<file path="config.mk">
export PLATFORM = sky130hd
export DESIGN_NAME = mem_arbiter_flat
export DESIGN_NICKNAME = d
export VERILOG_FILES = /design/src/rtl/mem_arbiter_pkg.sv /design/src/rtl/mem_arbiter_if.sv /design/src/rtl/mem_arbiter_prio_pick.sv /design/src/rtl/mem_arbiter.sv /design/src/flat_wrapper.sv
export SDC_FILE = /design/constraint.sdc
export NUM_CORES = 1
export LEC_CHECK = 0
export ABC_AREA = 1
export CAP_MARGIN = 20
export CELL_PAD_IN_SITES_DETAIL_PLACEMENT = 0
export CELL_PAD_IN_SITES_GLOBAL_PLACEMENT = 1
export CORE_AREA = 2 2 105 107
export CTS_CLUSTER_DIAMETER = 60
export CTS_CLUSTER_SIZE = 12
export DETAILED_ROUTE_END_ITERATION = 7
export DIE_AREA = 0 0 107 109
export DONT_BUFFER_PORTS = 1
export PLACE_DENSITY = 0.76
export SYNTH_ARGS = -nofsm -noshare
export SYNTH_HDL_FRONTEND = slang
export SYNTH_SLANG_ARGS = --single-unit
</file>
<file path="constraint.sdc">
create_clock -name clk -period 2.45 [get_ports clk]
set_input_delay 0.1225 -clock clk [delete_from_list [all_inputs] [get_ports clk]]
set_output_delay 0.1225 -clock clk [all_outputs]
set_load 0.05 [all_outputs]
</file>
<file path="src/rtl/mem_arbiter_pkg.sv">
// mem_arbiter_pkg: shared encodings for the I/D memory arbiter.
// Revision 1.0
`default_nettype none

package mem_arbiter_pkg;

   typedef enum logic [1:0] {
      IDLE   = 2'd0,
      ACCESS = 2'd1,
      RESP   = 2'd2
   } state_t;

   typedef enum logic {
      SEL_I = 1'b0,
      SEL_D = 1'b1
   } sel_t;

   localparam int MAX_D_STREAK_DEF = 4;

endpackage

`default_nettype wire

</file>
<file path="src/rtl/mem_arbiter_if.sv">
// mem_arbiter_if: processor-side fetch (I) and load/store (D) handshake bundle.
// Revision 1.0
`default_nettype none

interface mem_arbiter_if #(
   parameter int AW = 32,
   parameter int DW = 32
);
   logic          i_req;
   logic [AW-1:0] i_addr;
   logic          i_ack;
   logic [DW-1:0] i_rdata;

   logic          d_req;
   logic          d_we;
   logic [3:0]    d_be;
   logic [AW-1:0] d_addr;
   logic [DW-1:0] d_wdata;
   logic          d_ack;
   logic [DW-1:0] d_rdata;

   // master = processor datapath, slave = arbiter
   modport master (
      output i_req, i_addr,
      input  i_ack, i_rdata,
      output d_req, d_we, d_be, d_addr, d_wdata,
      input  d_ack, d_rdata
   );

   modport slave (
      input  i_req, i_addr,
      output i_ack, i_rdata,
      input  d_req, d_we, d_be, d_addr, d_wdata,
      output d_ack, d_rdata
   );

endinterface

`default_nettype wire

</file>
<file path="src/rtl/mem_arbiter_prio_pick.sv">
// arb_prio_pick: D-priority pick with a forced I grant once the D streak limit is hit.
// Revision 1.0
`default_nettype none

module arb_prio_pick
   import mem_arbiter_pkg::*;
#(
   parameter int MAX_D_STREAK = MAX_D_STREAK_DEF
) (
   input  logic       i_req,
   input  logic       d_req,
   input  logic [3:0] streak,
   output logic       grant,
   output sel_t       winner
);

   logic force_i;

   always_comb begin
      force_i = i_req && (streak == 4'(MAX_D_STREAK));
      grant   = i_req || d_req;
      winner  = (force_i || !d_req) ? SEL_I : SEL_D;
   end

endmodule

`default_nettype wire

</file>
<file path="src/rtl/mem_arbiter.sv">
// mem_arbiter: shares one synchronous-read RAM between fetch (I) and load/store (D) ports.
// Revision 1.0
`default_nettype none

module mem_arbiter
   import mem_arbiter_pkg::*;
#(
   parameter int AW           = 32,
   parameter int DW           = 32,
   parameter int MAX_D_STREAK = MAX_D_STREAK_DEF
) (
   input  logic            clk,
   input  logic            rst,
   mem_arbiter_if.slave    bus,
   output logic            mem_en,
   output logic            mem_we,
   output logic [3:0]      mem_be,
   output logic [AW-3:0]   mem_addr,
   output logic [DW-1:0]   mem_wdata,
   input  logic [DW-1:0]   mem_rdata,
   output logic            busy
);

   state_t     state;
   sel_t       winner;
   logic [3:0] streak;
   logic       grant;
   sel_t       pick;

   arb_prio_pick #(
      .MAX_D_STREAK (MAX_D_STREAK)
   ) u_pick (
      .i_req  (bus.i_req),
      .d_req  (bus.d_req),
      .streak (streak),
      .grant  (grant),
      .winner (pick)
   );

   // Read data is only meaningful while the matching ack is high.
   assign bus.i_rdata = mem_rdata;
   assign bus.d_rdata = mem_rdata;

   always_ff @(posedge clk or negedge rst) begin
      if (!rst) begin
         state     <= IDLE;
         winner    <= SEL_I;
         streak    <= 4'd0;
         mem_en    <= 1'b0;
         mem_we    <= 1'b0;
         mem_be    <= 4'd0;
         mem_addr  <= '0;
         mem_wdata <= '0;
         bus.i_ack <= 1'b0;
         bus.d_ack <= 1'b0;
         busy      <= 1'b0;
      end else begin
         case (state)
            IDLE: begin
               if (grant) begin
                  winner <= pick;
                  state  <= ACCESS;
                  busy   <= 1'b1;
                  mem_en <= 1'b1;
                  if (pick == SEL_D) begin
                     mem_we    <= bus.d_we;
                     mem_be    <= bus.d_we ? bus.d_be : 4'hF;
                     mem_addr  <= bus.d_addr[AW-1:2];
                     mem_wdata <= bus.d_wdata;
                     // Count only D grants that made a pending fetch wait.
                     if (!bus.i_req)
                        streak <= 4'd0;
                     else if (streak != 4'(MAX_D_STREAK))
                        streak <= streak + 4'd1;
                  end else begin
                     mem_we    <= 1'b0;
                     mem_be    <= 4'hF;
                     mem_addr  <= bus.i_addr[AW-1:2];
                     mem_wdata <= '0;
                     streak    <= 4'd0;
                  end
               end
            end
            ACCESS: begin
               mem_en <= 1'b0;
               mem_we <= 1'b0;
               state  <= RESP;
               if (winner == SEL_I)
                  bus.i_ack <= 1'b1;
               else
                  bus.d_ack <= 1'b1;
            end
            RESP: begin
               bus.i_ack <= 1'b0;
               bus.d_ack <= 1'b0;
               busy      <= 1'b0;
               state     <= IDLE;
            end
            default: begin
               mem_en    <= 1'b0;
               mem_we    <= 1'b0;
               bus.i_ack <= 1'b0;
               bus.d_ack <= 1'b0;
               busy      <= 1'b0;
               state     <= IDLE;
            end
         endcase
      end
   end

endmodule

`default_nettype wire

</file>
<file path="src/flat_wrapper.sv">
// flat-port wrapper written by rule: the top's interface ports become plain ports
module mem_arbiter_flat import mem_arbiter_pkg::*;
#(
   parameter int AW           = 32,
   parameter int DW           = 32,
   parameter int MAX_D_STREAK = MAX_D_STREAK_DEF
)
  (clk, rst, mem_en, mem_we, mem_be, mem_addr, mem_wdata, mem_rdata, busy, bus_i_req, bus_i_addr, bus_i_ack, bus_i_rdata, bus_d_req, bus_d_we, bus_d_be, bus_d_addr, bus_d_wdata, bus_d_ack, bus_d_rdata);
  mem_arbiter_if #(.AW(AW), .DW(DW)) bus_i ();
  input  logic clk;
  input  logic rst;
  output logic mem_en;
  output logic mem_we;
  output logic [3:0] mem_be;
  output logic [AW-3:0] mem_addr;
  output logic [DW-1:0] mem_wdata;
  input  logic [DW-1:0] mem_rdata;
  output logic busy;
  input wire logic [$bits(bus_i.i_req)-1:0] bus_i_req;
  input wire logic [$bits(bus_i.i_addr)-1:0] bus_i_addr;
  output wire logic [$bits(bus_i.i_ack)-1:0] bus_i_ack;
  output wire logic [$bits(bus_i.i_rdata)-1:0] bus_i_rdata;
  input wire logic [$bits(bus_i.d_req)-1:0] bus_d_req;
  input wire logic [$bits(bus_i.d_we)-1:0] bus_d_we;
  input wire logic [$bits(bus_i.d_be)-1:0] bus_d_be;
  input wire logic [$bits(bus_i.d_addr)-1:0] bus_d_addr;
  input wire logic [$bits(bus_i.d_wdata)-1:0] bus_d_wdata;
  output wire logic [$bits(bus_i.d_ack)-1:0] bus_d_ack;
  output wire logic [$bits(bus_i.d_rdata)-1:0] bus_d_rdata;
  assign bus_i.i_req = bus_i_req;
  assign bus_i.i_addr = bus_i_addr;
  assign bus_i_ack = bus_i.i_ack;
  assign bus_i_rdata = bus_i.i_rdata;
  assign bus_i.d_req = bus_d_req;
  assign bus_i.d_we = bus_d_we;
  assign bus_i.d_be = bus_d_be;
  assign bus_i.d_addr = bus_d_addr;
  assign bus_i.d_wdata = bus_d_wdata;
  assign bus_d_ack = bus_i.d_ack;
  assign bus_d_rdata = bus_i.d_rdata;
  mem_arbiter #(.AW(AW), .DW(DW), .MAX_D_STREAK(MAX_D_STREAK)) u_core (.clk(clk), .rst(rst), .bus(bus_i), .mem_en(mem_en), .mem_we(mem_we), .mem_be(mem_be), .mem_addr(mem_addr), .mem_wdata(mem_wdata), .mem_rdata(mem_rdata), .busy(busy));
endmodule
</file>
* After elaboration in Yosys (flattened, before gate mapping) *
Index checks and enable logic that the tools add are counted.

operators by class
  add/subtract/negate cells = 1
  eq/ne operators = 8
  mux-type cells = 20
  bitwise gates (word level) = 3
  reduce and logical (&&, ||, !) cells = 11

operators by type and width
  operator                                                                  count
  32-bit two-way mux                                                        1
  30-bit two-way mux                                                        1
  4-bit two-way mux                                                         5
  1-bit one-hot mux with 2 select lines                                     5
  2-bit AND reduction                                                       5
  1-bit two-way mux                                                         6
  4-bit by 1-bit adder with 4-bit output (second input constant)            1
  4-bit by 3-bit == test with 1-bit output (second input constant)          1
  2-bit by 1-bit inequality test with 1-bit output (second input constant)  2
  4-bit by 3-bit inequality test with 1-bit output (second input constant)  1
  2-bit one-hot mux with 2 select lines                                     1
  3-bit by 1-bit inequality test with 1-bit output (second input constant)  1
  1-bit NOT                                                                 3
  3-bit AND reduction                                                       1
  2-bit by 1-bit == test with 1-bit output (second input constant)          1
  2-bit == test (second input constant)                                     1
  2-bit logical NOT                                                         1
  1-bit logical OR                                                          2
  2-bit two-way mux                                                         1
  2-bit inequality test (second input constant)                             1
  1-bit logical AND                                                         1
  1-bit logical NOT                                                         1

storage, ports and cells
  register bits after elaboration = 78
  input port bits = 137
  output and inout bits = 135

* Depth between registers and ports, before layout *
Gate-level depths: netlist of the first run.

  depth after elaboration = 6
  depth in mapped cells = 10

* Hierarchy *
Synthesis of the first run repeated with hierarchy kept, for this count alone.

unflattened totals
  cells, all modules = 453
  area total of the unflattened synthesis = 3905.0 µm²

modules (own cells, without submodules)
  module         times used  cells each  area an instance (µm²)  seq. area each (µm²)
  mem_arbiter    1           444         3867.5                  1951.9
  arb_prio_pick  1           9           37.5                    0.0

* Least setup slack after synthesis of the first run *
OpenSTA, ideal clock, no wires.

  path kind = reg-to-reg
  start = register u_core.streak[0]
  end = register u_core.mem_be[0]
  setup time = 123 ps
  arrival = 1289 ps
  required time = 2327 ps
  slack = 1038 ps
  cell stages (with the launch flop) = 10
  path buffers = 1
  clock period less this slack = 1412 ps
  cells stage by stage = dfrtp_1 inv_1 ha_1 nand2_1 inv_1 nand2_2 nand2_8 buf_4 o21ai_0 nand2_1

on the way
  cells in the longest elaborated chain, start to end = 4

RTL lines
  what                                      RTL line                     RTL
  from (decl)                               mem_arbiter.sv:26            logic [3:0] streak;
  from (signal assigned)                    mem_arbiter.sv:74            streak <= streak + 4'd1;
  4-bit by 3-bit == test with 1-bit output  mem_arbiter_prio_pick.sv:20  force_i = i_req && (streak == 4'(MAX_D_STREAK));
  1-bit logical AND                         mem_arbiter_prio_pick.sv:20
  1-bit logical OR                          mem_arbiter_prio_pick.sv:22  winner = (force_i || !d_req) ? SEL_I : SEL_D;
  4-bit two-way mux                         mem_arbiter.sv:65            if (pick == SEL_D) begin
  to (signal assigned)                      mem_arbiter.sv:67            mem_be <= bus.d_we ? bus.d_be : 4'hF;
  to (decl)                                 mem_arbiter.sv:17            output logic [3:0] mem_be,

No other way between the ends.
A chain may end at the register's enable or synchronous reset.

* Worst setup path after layout of the first run *
  start = register u_core.streak[0]
  end = register u_core.mem_addr[20]

on the way
  cells in the longest elaborated chain, start to end = 4

RTL lines
  what                                      RTL line                     RTL
  4-bit by 3-bit == test with 1-bit output  mem_arbiter_prio_pick.sv:20
  1-bit logical AND                         mem_arbiter_prio_pick.sv:20
  1-bit logical OR                          mem_arbiter_prio_pick.sv:22
  30-bit two-way mux                        mem_arbiter.sv:65
  to (signal assigned)                      mem_arbiter.sv:68            mem_addr <= bus.d_addr[AW-1:2];
  to (signal assigned)                      mem_arbiter.sv:78            mem_addr <= bus.i_addr[AW-1:2];
  to (decl)                                 mem_arbiter.sv:18            output logic [AW-3:0] mem_addr,

No other way between the ends.

==> results.txt, run 1 <==
Row cnt - 38
Commonest non-fill, non-tap cell in the layout - nand2_1
Crit path buffers/inverters - 4
Most frequent cells in the layout - nand2_1 (211), dfrtp_1 (78), inv_1 (73), dlygate4sd3_1 (72), nand3_1 (62)
# IOs - 272
Total CTS buffers - 9
CTS tree - yes
Cell area after layout - 4690 um^2
PwrDens - 1400 nW/um^2
Sequential fraction of the synthesis area - 46.4%
Worst-margin pin slew - 1.05 ns
FMAX - 0.446 GHz
Placement Cell Area - 3730 um^2
Buffers on Ports - 0
Initial Util - 39.7%
Synth area leaders - dfrtp_1 (46%), nand2_1 (19%), buf_4 (12%)
Peak VDD IR - 0.691 mV
FF-to-FF setup slack - 0.21 ns
Slew HR - 29.8%
H-tree Lvls - 3
Cell count after synthesis - 542
Synth unique cells - 23
Final core utilization - 44.2%
Total area of sequential cells - 1950 um^2
Root Buffer - clkbuf_8
Initial DRC Count - 121
Post-synthesis net count - 681
WP depth - 10
Crit path largest cell delay - 0.61 ns
Vias - 3181
Layout area overhead - 11.3%
Clk buf depth - 2
Area share of the largest cell type after synthesis - 46.4%
Worst Path Max Fanout - 19
Vias per cell - 4.64
RSZ-0062 raised after global routing - no
Routed WL - 9780 um
Initial antenna violation count - 0
Post-DR wirelength/cell - 14.3 um
Final slew viol count - 0
R2R cell count - 10
Outcome - completed
Final period utilization - 91.4%
R2r startpoint - u_core.streak[0]
Setup crit end kind - register
Cell Chain, Critical Path - inv_1 -> ha_1 -> nand2_1 -> inv_1 -> nand2_4 -> buf_4 -> nand3_1 -> dlygate4sd3_1 -> nand3_1 -> nand2_1
Remaining Overflow, GRT - 0
Critical Path Start - u_core.streak[0]
Synthesized cell area - 4210 um^2
Area of the multi-input gates - 1310 um^2
GPL Wtd Cong - 0.706
Hold Crit Class - input pin to register
Core area - 10600 um^2
Clk pin slew, worst setup/hold paths - 0.08 ns
Critical Path AT - 2.48 ns
Fillers - 1043
Fin. Hold Viols - 0
Startpoint types - register
Fin crit period - 2.24 ns
CP max stage cell - dlygate4sd3_1
Most area-hungry cell type in the Yosys netlist - dfrtp_1
Flops & latches, synth - 78
Largest net degree at the start of global routing - 79
Vias in the first global route - 3329
Layout cells sized above 1 - 5.14%
First-pass GRT wire length - 15700 um
Skew-Pair Late Insertion Delay - 0.35 ns
Worst Path Required - 2.69 ns
Pre-antenna DRT Iters - 4
# diodes - 0
CP Class - register to register
Max-cap violations - 0
Die Wd - 107 um
Total global-route track usage - 17.1%
Leakage Power - 2.58 nW
Post-route ant nets - 0
Fin cells - 685
CP endpoint - u_core.mem_addr[20]
Synth Area per Inst - 7.77 um^2
Clock Skews - 0.00648 ns
CP top delay family - buffers and inverters
TNS Setup - 0 ns
DP Wirelength - 5970 um
Die area - 11700 um^2
Yosys warnings - 0
CTS Sinks - 78
Setup violators final - 0
Post-CTS setup buffers - 0
Height of the die - 109 um
R2R Path End - u_core.mem_addr[20]
Placed insts - 596
Nets - 679
DR DRC count - 0
synth_stat cells (all sizes together):
cell / number
dfrtp: 78
nand3: 62
o21ai: 11
clkbuf: 2
nand2: 214
nor2: 8
xnor2: 1
ha: 2
inv: 75
nand4: 2
o211ai: 1
buf: 86
report_power, final:
group	switching [mW]	internal, mW
logic	0.868	0.504
registers	2.38	1.83
clock network	0.474	0.495
worst reg2reg max path, cell delays in order, from the launching register on:
cell and delay, ns:
dfrtp_1 0.43, inv_1 0.07, ha_1 0.21, nand2_1 0.07, inv_1 0.06, nand2_4 0.18
buf_4 0.27, nand3_1 0.10, dlygate4sd3_1 0.61, nand3_1 0.08, nand2_1 0.05
layer usage:
metal / GRT usage, % / part of all wire (%) / vias up
met5: 0 / 0 / -
met4: 6.49 / 1.7 / 0
met3: 7.17 / 9.9 / 20
met2: 29.6 / 47 / 163
met1: 18.7 / 42 / 1444
li1: - / - / 1554
state kept, by name (all words and copies together) (netlist names):
register and count:
u_core.mem_addr 30, u_core.bus.d_ack 1, u_core.mem_en 1, u_core.mem_we 1, u_core.busy 1, u_core.state 2
u_core.streak 4, u_core.bus.i_ack 1, u_core.winner 1, u_core.mem_wdata 32, u_core.mem_be 4
timing repair:
| action | CTS | global route |
|---|---|---|
| hold buffers | 73 | 0 |
| endpoints found under the setup margin | 0 | 3 |
| gates resized for setup | 0 | 1 |
| endpoints found under the hold margin | 145 | 0 |
worst min path at each step:
stage / from / end / slack [ns] / cells after the start
after floorplan: rst / u_core.bus.d_ack / -0.17 / 0
after global placement: rst / u_core.mem_wdata[0] / -0.17 / 0
after detailed placement: rst / u_core.mem_wdata[0] / -0.17 / 0
after CTS: bus_d_addr[23] / u_core.mem_addr[21] / 0.00006 / 4
after global routing: bus_d_addr[3] / u_core.mem_addr[1] / 0.02 / 4
final: bus_i_addr[30] / u_core.mem_addr[28] / 0.01 / 4
stage by stage:
step | setup WS, ns | total power [mW] | hold WS [ns]
global route | 0.0357 | 6.97 | 0.0170
detailed placement | 0.401 | 5.49 | -0.171
floorplan | 1.04 | 5.53 | -0.173
finish | 0.210 | 6.55 | 0.0141
global placement | 0.430 | 5.43 | -0.171
CTS | 0.122 | 6.64 | 0.0000649
layout make-up:
type | instances | area share [%]
clock inverter | 6 | 1.31
sequential | 78 | 41.7
timing repair buffer | 75 | 16.3
clock buffer | 10 | 2.94
tap | 140 | 3.74
multi-input combinational | 301 | 28.0
inverter | 75 | 6.06
cells by family after synthesis:
family          count (synthesis)  synth area share [%]
simple gates                  286                  28.8
buf+inv                       163                  22.6
flops                          78                  46.4
compound gates                 12                  1.49
fa+ha+maj                       2                 0.594
xor+xnor                        1                 0.208
No activity file was read; power rests on OpenSTA's default activity.
==> run 2, diff against run 1 <==
--- a/config.mk
+++ b/config.mk
@@ -9,13 +9,13 @@
 export CAP_MARGIN = 20
 export CELL_PAD_IN_SITES_DETAIL_PLACEMENT = 0
 export CELL_PAD_IN_SITES_GLOBAL_PLACEMENT = 1
-export CORE_AREA = 2 2 105 107
+export CORE_AREA = 4 4 104 106
 export CTS_CLUSTER_DIAMETER = 60
 export CTS_CLUSTER_SIZE = 12
 export DETAILED_ROUTE_END_ITERATION = 7
-export DIE_AREA = 0 0 107 109
+export DIE_AREA = 0 0 108 110
 export DONT_BUFFER_PORTS = 1
-export PLACE_DENSITY = 0.76
+export PLACE_DENSITY = 0.8
 export SYNTH_ARGS = -nofsm -noshare
 export SYNTH_HDL_FRONTEND = slang
 export SYNTH_SLANG_ARGS = --single-unit
==> run 2 against run 1 <==
Sequential power is essentially flat. Clock skew grew 0.011 ns. Global-route usage grew 0.35 points. Non-clock buffer count grew 12. Utilization grew 5.0 points. Critical path depth is the same. Power grew 2.6%. Via count grew 3.0%. Die area grew 1.9%. Setup slack lost 0.049 ns. Critical path type unchanged. Critical endpoint is now u_core.mem_addr[27]. Count of clock-buffer cells in the layout shrank 1.
==> results.txt, run 2 (same netlist as run 1, synthesis figures left out) <==
Outcome - completed
Initial antenna violation count - 0
Cts hold-fix bufs - 85
Post-route ant nets - 0
Final slew viol count - 0
Startpoint types - register
Post-CTS setup buffers - 0
Layout cells sized above 1 - 5.03%
Peak VDD IR - 0.654 mV
Critical Path AT - 2.52 ns
Height of the die - 110 um
Buffers on Ports - 0
Vias in the first global route - 3391
Largest Register - u_core.mem_wdata
CTS Sinks - 78
Routed WL - 10500 um
Final period utilization - 93.4%
Pre-antenna DRT Iters - 4
Die area - 11900 um^2
Largest net degree at the start of global routing - 79
Root Buffer - clkbuf_8
Fin cells - 690
Dpl ws - 0.624 ns
Max-cap violations - 0
Critical Path Start - u_core.streak[0]
FMAX - 0.437 GHz
FF-to-FF setup slack - 0.16 ns
Remaining Overflow, GRT - 0
Clk buf depth - 2
# diodes - 0
Worst Path Required - 2.69 ns
Initial Util - 43.1%
Area of the multi-input gates - 1310 um^2
Die Wd - 108 um
Max reg flops - 32
Skew-Pair Late Insertion Delay - 0.35 ns
Worst-margin pin slew - 0.905 ns
Largest registers - u_core.mem_wdata (32), u_core.mem_addr (30)
Setup crit end kind - register
Initial DRC Count - 237
Clk pin slew, worst setup/hold paths - 0.11 ns
Hold Crit Class - input pin to register
R2r startpoint - u_core.streak[0]
Vias per cell - 4.75
Core area - 9770 um^2
R2R cell count - 10
CTS tree - yes
First-pass GRT wire length - 16300 um
Worst Path Max Fanout - 30
Commonest non-fill, non-tap cell in the layout - nand2_1
Total area of sequential cells - 1950 um^2
TNS Setup - 0 ns
Fin crit period - 2.29 ns
Post-DR wirelength/cell - 15.2 um
PwrDens - 1400 nW/um^2
Fin. Hold Viols - 0
Leakage Power - 2.61 nW
R2R Path End - u_core.mem_addr[27]
Layout area overhead - 14.1%
CP Class - register to register
# IOs - 272
Total global-route track usage - 17.4%
DP Wirelength - 6280 um
GPL Wtd Cong - 0.751
H-tree Lvls - 3
Row cnt - 36
Fillers - 924
Vias - 3276
RSZ-0062 raised after global routing - no
Clock Skews - 0.0172 ns
Most frequent cells in the layout - nand2_1 (211), dlygate4sd3_1 (84), dfrtp_1 (78), inv_1 (73), nand3_1 (62)
Nets - 691
Setup violators final - 0
Slew HR - 39.5%
WHS - 0.0202 ns
Total CTS buffers - 9
Post_cts resized - 0
CP endpoint - u_core.mem_addr[27]
DR DRC count - 0
Min setup slack post-route - 0.161 ns
Placed insts - 589
## run 2: cell count changes in the layout (fill, tap and decap cells not counted), sizes merged
cell	previous run	this run
clkbuf	10	9
clkinv	4	0
clkinvlp	1	0
dlygate4sd3	72	84
inv	75	81
## run 2: worst min-delay path by stage
stage	end	slack [ns]	from	cells after the start
floorplan	u_core.bus.d_ack	-0.17	rst	0
global placement	u_core.mem_wdata[5]	-0.17	rst	0
detailed placement	u_core.mem_wdata[5]	-0.17	rst	0
CTS	u_core.mem_addr[7]	0.00003	bus_d_addr[9]	4
global route	u_core.mem_addr[23]	0.02	bus_d_addr[25]	4
finish	u_core.mem_addr[7]	0.02	bus_d_addr[9]	4
## run 2: layer usage
metal | part of all wire [%] | up-vias | GRT usage (%) | wire length [um]
met5 | 0 | - | 0 | 0
met4 | 2.0 | 0 | 7.94 | 210
met3 | 11 | 31 | 6.35 | 1110
met2 | 49 | 151 | 29.5 | 5130
met1 | 38 | 1521 | 19.8 | 4020
li1 | - | 1573 | - | -
## run 2: where the power goes
group	switching (mW)	internal, mW	leakage, nW	total, mW
clock network	0.551	0.501	0.109	1.05
registers	2.39	1.83	0.978	4.22
logic	0.876	0.572	1.52	1.45
total	3.81	2.91	2.61	6.72
## run 2: layout make-up
class / count / share of cell area, %
clock buffers: 9 / 2.58
clock inverters: 7 / 1.82
inverters: 75 / 5.91
multi-input cells: 301 / 27.2
flip-flops and latches: 78 / 40.6
well taps: 133 / 3.46
repair buffers: 87 / 18.4
## run 2: critical path, stage by stage (launching register included)
cell and delay, ns:
dfrtp_1 0.44, inv_1 0.06, ha_1 0.21, nand2_1 0.07
inv_1 0.04, nand2_2 0.11, buf_4 0.34, nand3_1 0.12
nand3_1 0.14, dlygate4sd3_1 0.57, nand2_1 0.05
## run 2: per-stage QoR
stage	util [%]	total power [mW]	instance area, um^2
2_1_floorplan	-	5.53	4210
3_3_place_gp	38.1	5.43	3720
3_5_place_dp	38.1	5.49	3720
4_1_cts	49.2	6.80	4800
5_1_grt	49.2	7.14	4800
6_report	49.2	6.72	4800
==> run 3, diff against run 2 <==
--- a/config.mk
+++ b/config.mk
@@ -9,13 +9,14 @@
 export CAP_MARGIN = 20
 export CELL_PAD_IN_SITES_DETAIL_PLACEMENT = 0
 export CELL_PAD_IN_SITES_GLOBAL_PLACEMENT = 1
-export CORE_AREA = 4 4 104 106
+export CORE_AREA = 4 4 103 105
 export CTS_CLUSTER_DIAMETER = 60
 export CTS_CLUSTER_SIZE = 12
 export DETAILED_ROUTE_END_ITERATION = 7
-export DIE_AREA = 0 0 108 110
+export DIE_AREA = 0 0 107 109
 export DONT_BUFFER_PORTS = 1
-export PLACE_DENSITY = 0.8
+export PLACE_DENSITY = 0.76
 export SYNTH_ARGS = -nofsm -noshare
 export SYNTH_HDL_FRONTEND = slang
+export SYNTH_HIERARCHICAL = 1
 export SYNTH_SLANG_ARGS = --single-unit
==> run 3 against run 2 <==
Sequential power increased by 5%. Sequential share of layout area is 1.3 points higher. Maximum frequency rose by 5.2%. Clock skew down 0.0052 ns. First-iteration DRC count decreased by 18%. Area after synthesis down 7.2%. Design area down 3.2%. Highest routed layer unchanged. Die area is 1.8% lower. Cell count shrank 11%. Worst hold slack improved by 0.0079 ns.
==> results.txt, run 3 <==
# IOs - 272
Met3 WL - 1230 um
Max reg flops - 32
Async SR Flop Fraction - 100%
Setup crit end kind - register
R2R cell count - 8
Routed WL - 10400 um
Clk pin slew, worst setup/hold paths - 0.08 ns
Flops & latches, synth - 78
Dpl ws - 0.673 ns
Layout area overhead - 19.1%
PwrDens - 1540 nW/um^2
Largest registers - u_core/mem_wdata (32), u_core/mem_addr (30)
Max-cap violations - 0
Fin. Hold Viols - 0
Peak VDD IR - 0.673 mV
Post-synthesis net count - 592
Crit path largest cell delay - 0.59 ns
Fin cells - 614
Largest Register - u_core/mem_wdata
Crit path buffers/inverters - 3
Synth unique cells - 27
CTS tree - yes
FMAX - 0.459 GHz
Hold Crit Class - input pin to register
Pre-antenna DRT Iters - 4
Total global-route track usage - 17.2%
Cell count after synthesis - 453
Root Buffer - clkbuf_8
DR DRC count - 0
WP depth - 8
Initial antenna violation count - 0
Fin crit period - 2.18 ns
Skew-Pair Late Insertion Delay - 0.34 ns
Vias per cell - 4.99
TNS Setup - 0 ns
CTS Sinks - 78
Post-DR wirelength/cell - 16.9 um
Worst Path Required - 2.73 ns
Synth area leaders - dfrtp_1 (50%), nand2_1 (14%), buf_4 (13%)
Synthesized cell area - 3900 um^2
# diodes - 0
Startpoint types - register
Synth Flop Type - dfrtp_1
Post-route ant nets - 0
Initial DRC Count - 194
CP top delay family - buffers and inverters
GPL Wtd Cong - 0.695
Yosys warnings - 6
Placed insts - 505
Hold Path Cell Cnt - 2
Die Wd - 107 um
Most frequent CP cell - nor2_1
Critical Path AT - 2.46 ns
Initial Util - 40.5%
Vias in the first global route - 3136
Sequential fraction of the synthesis area - 50.0%
Clk buf depth - 2
First-pass GRT wire length - 15700 um
Met1 WL - 3980 um
CP max stage cell - dlygate4sd3_1
Most area-hungry cell type in the Yosys netlist - dfrtp_1
Fillers - 877
Slew HR - 62.7%
Nets - 616
DP Wirelength - 6200 um
Met2 routed WL - 5000 um
Final slew viol count - 0
Vias - 3064
Commonest non-fill, non-tap cell in the layout - nand2_1
Setup violators final - 0
Outcome - completed
Total CTS buffers - 9
Remaining Overflow, GRT - 0
Core area - 9640 um^2
Layout cells sized above 1 - 8.11%
Synth Area per Inst - 8.62 um^2
Worst-margin pin slew - 0.559 ns
Height of the die - 109 um
Post-CTS setup buffers - 0
Buffers on Ports - 0
Power Total - 7.16 mW
Highest metal used - met4
Top-count cell post-synth - nand2_1
Most frequent cells in the layout - nand2_1 (145), dlygate4sd3_1 (92), dfrtp_1 (78), nor2_1 (66), o31ai_1 (21)
Cell Chain, Critical Path - inv_1 -> nand3_1 -> nor2_1 -> nor2_2 -> buf_6 -> nor2_1 -> o31ai_1 -> dlygate4sd3_1
Die area - 11700 um^2
Min setup slack post-route - 0.273 ns
CP Class - register to register
Final period utilization - 88.8%
Worst Path Max Fanout - 30
Area share of the largest cell type after synthesis - 50.0%
Largest net degree at the start of global routing - 79
Most frequent cells after synthesis - nand2_1 (145), dfrtp_1 (78), nor2_1 (67)
Clock Skews - 0.0120 ns
Leakage Power - 2.24 nW
Number of synthesized flops with an enable pin - 0
WHS - 0.0282 ns
H-tree Lvls - 3
Row cnt - 36
RSZ-0062 raised after global routing - no
run 3: cell count changes in the layout (fill, tap and decap cells not counted), sizes merged, moves of 4 or more:
cell / before / now
nand2: 214 / 147
inv: 81 / 17
nor2: 8 / 68
nand3: 62 / 6
o31ai: 0 / 30
dlygate4sd3: 84 / 92
nor3: 0 / 4
run 3: timing repair:
| action | in CTS | in global routing |
|---|---|---|
| endpoints found under the setup margin | 0 | 22 |
| hold buffers | 93 | 0 |
| gates resized for setup | 0 | 3 |
| hold endpoints to repair | 142 | 0 |
run 3: report_power, final:
group,switching [mW],internal (mW)
Clock,0.453,0.490
Sequential,2.55,1.86
Combinational,0.940,0.868
run 3: final timing paths:
| path | startpoint | end | slack [ns] |
|---|---|---|---|
| setup / recovery | u_core/streak[0] | u_core/mem_addr[4] | 0.27 |
| setup reg to reg | u_core/streak[0] | u_core/mem_addr[4] | 0.27 |
| hold / removal | bus_d_addr[22] | u_core/mem_addr[20] | 0.03 |
| min in group asynchronous | rst | u_core/mem_wdata[2] | 0.33 |
| hold reg to reg | u_core/state[1] | u_core/bus.i_ack | 0.50 |
| max in group asynchronous | rst | u_core/mem_addr[19] | 1.78 |
run 3: logic make-up after synthesis:
| family | count (synthesis) | synth area share, % |
|---|---|---|
| and+or+nand+nor | 227 | 23.1 |
| buffers and inverters | 102 | 17.4 |
| DFF | 78 | 50.0 |
| AOI/OAI and AO/OA | 44 | 8.84 |
| adders and majority gates | 2 | 0.641 |
run 3: final cells by class:
class	instances	area, um^2	area share (%)
clock buffer	11	141	3.04
multi-input combinational	274	1290	27.8
clock inverter	4	47.5	1.02
sequential	78	1950	42.0
tap	133	166	3.58
inverter	17	68.8	1.48
timing repair buffer	97	982	21.1
run 3: stage by stage:
stage	utilization [%]	cell area, um^2
after global placement	36.3	3500
final	48.3	4650
after global routing	48.3	4650
after CTS	48.1	4640
after floorplan	-	3910
after detailed placement	36.3	3500
run 3: per-layer routing:
layer | vias up | track usage [%]
met5 | - | 0
met4 | 0 | 8.04
met3 | 19 | 6.39
met2 | 189 | 29.7
met1 | 1444 | 18.9
li1 | 1412 | -
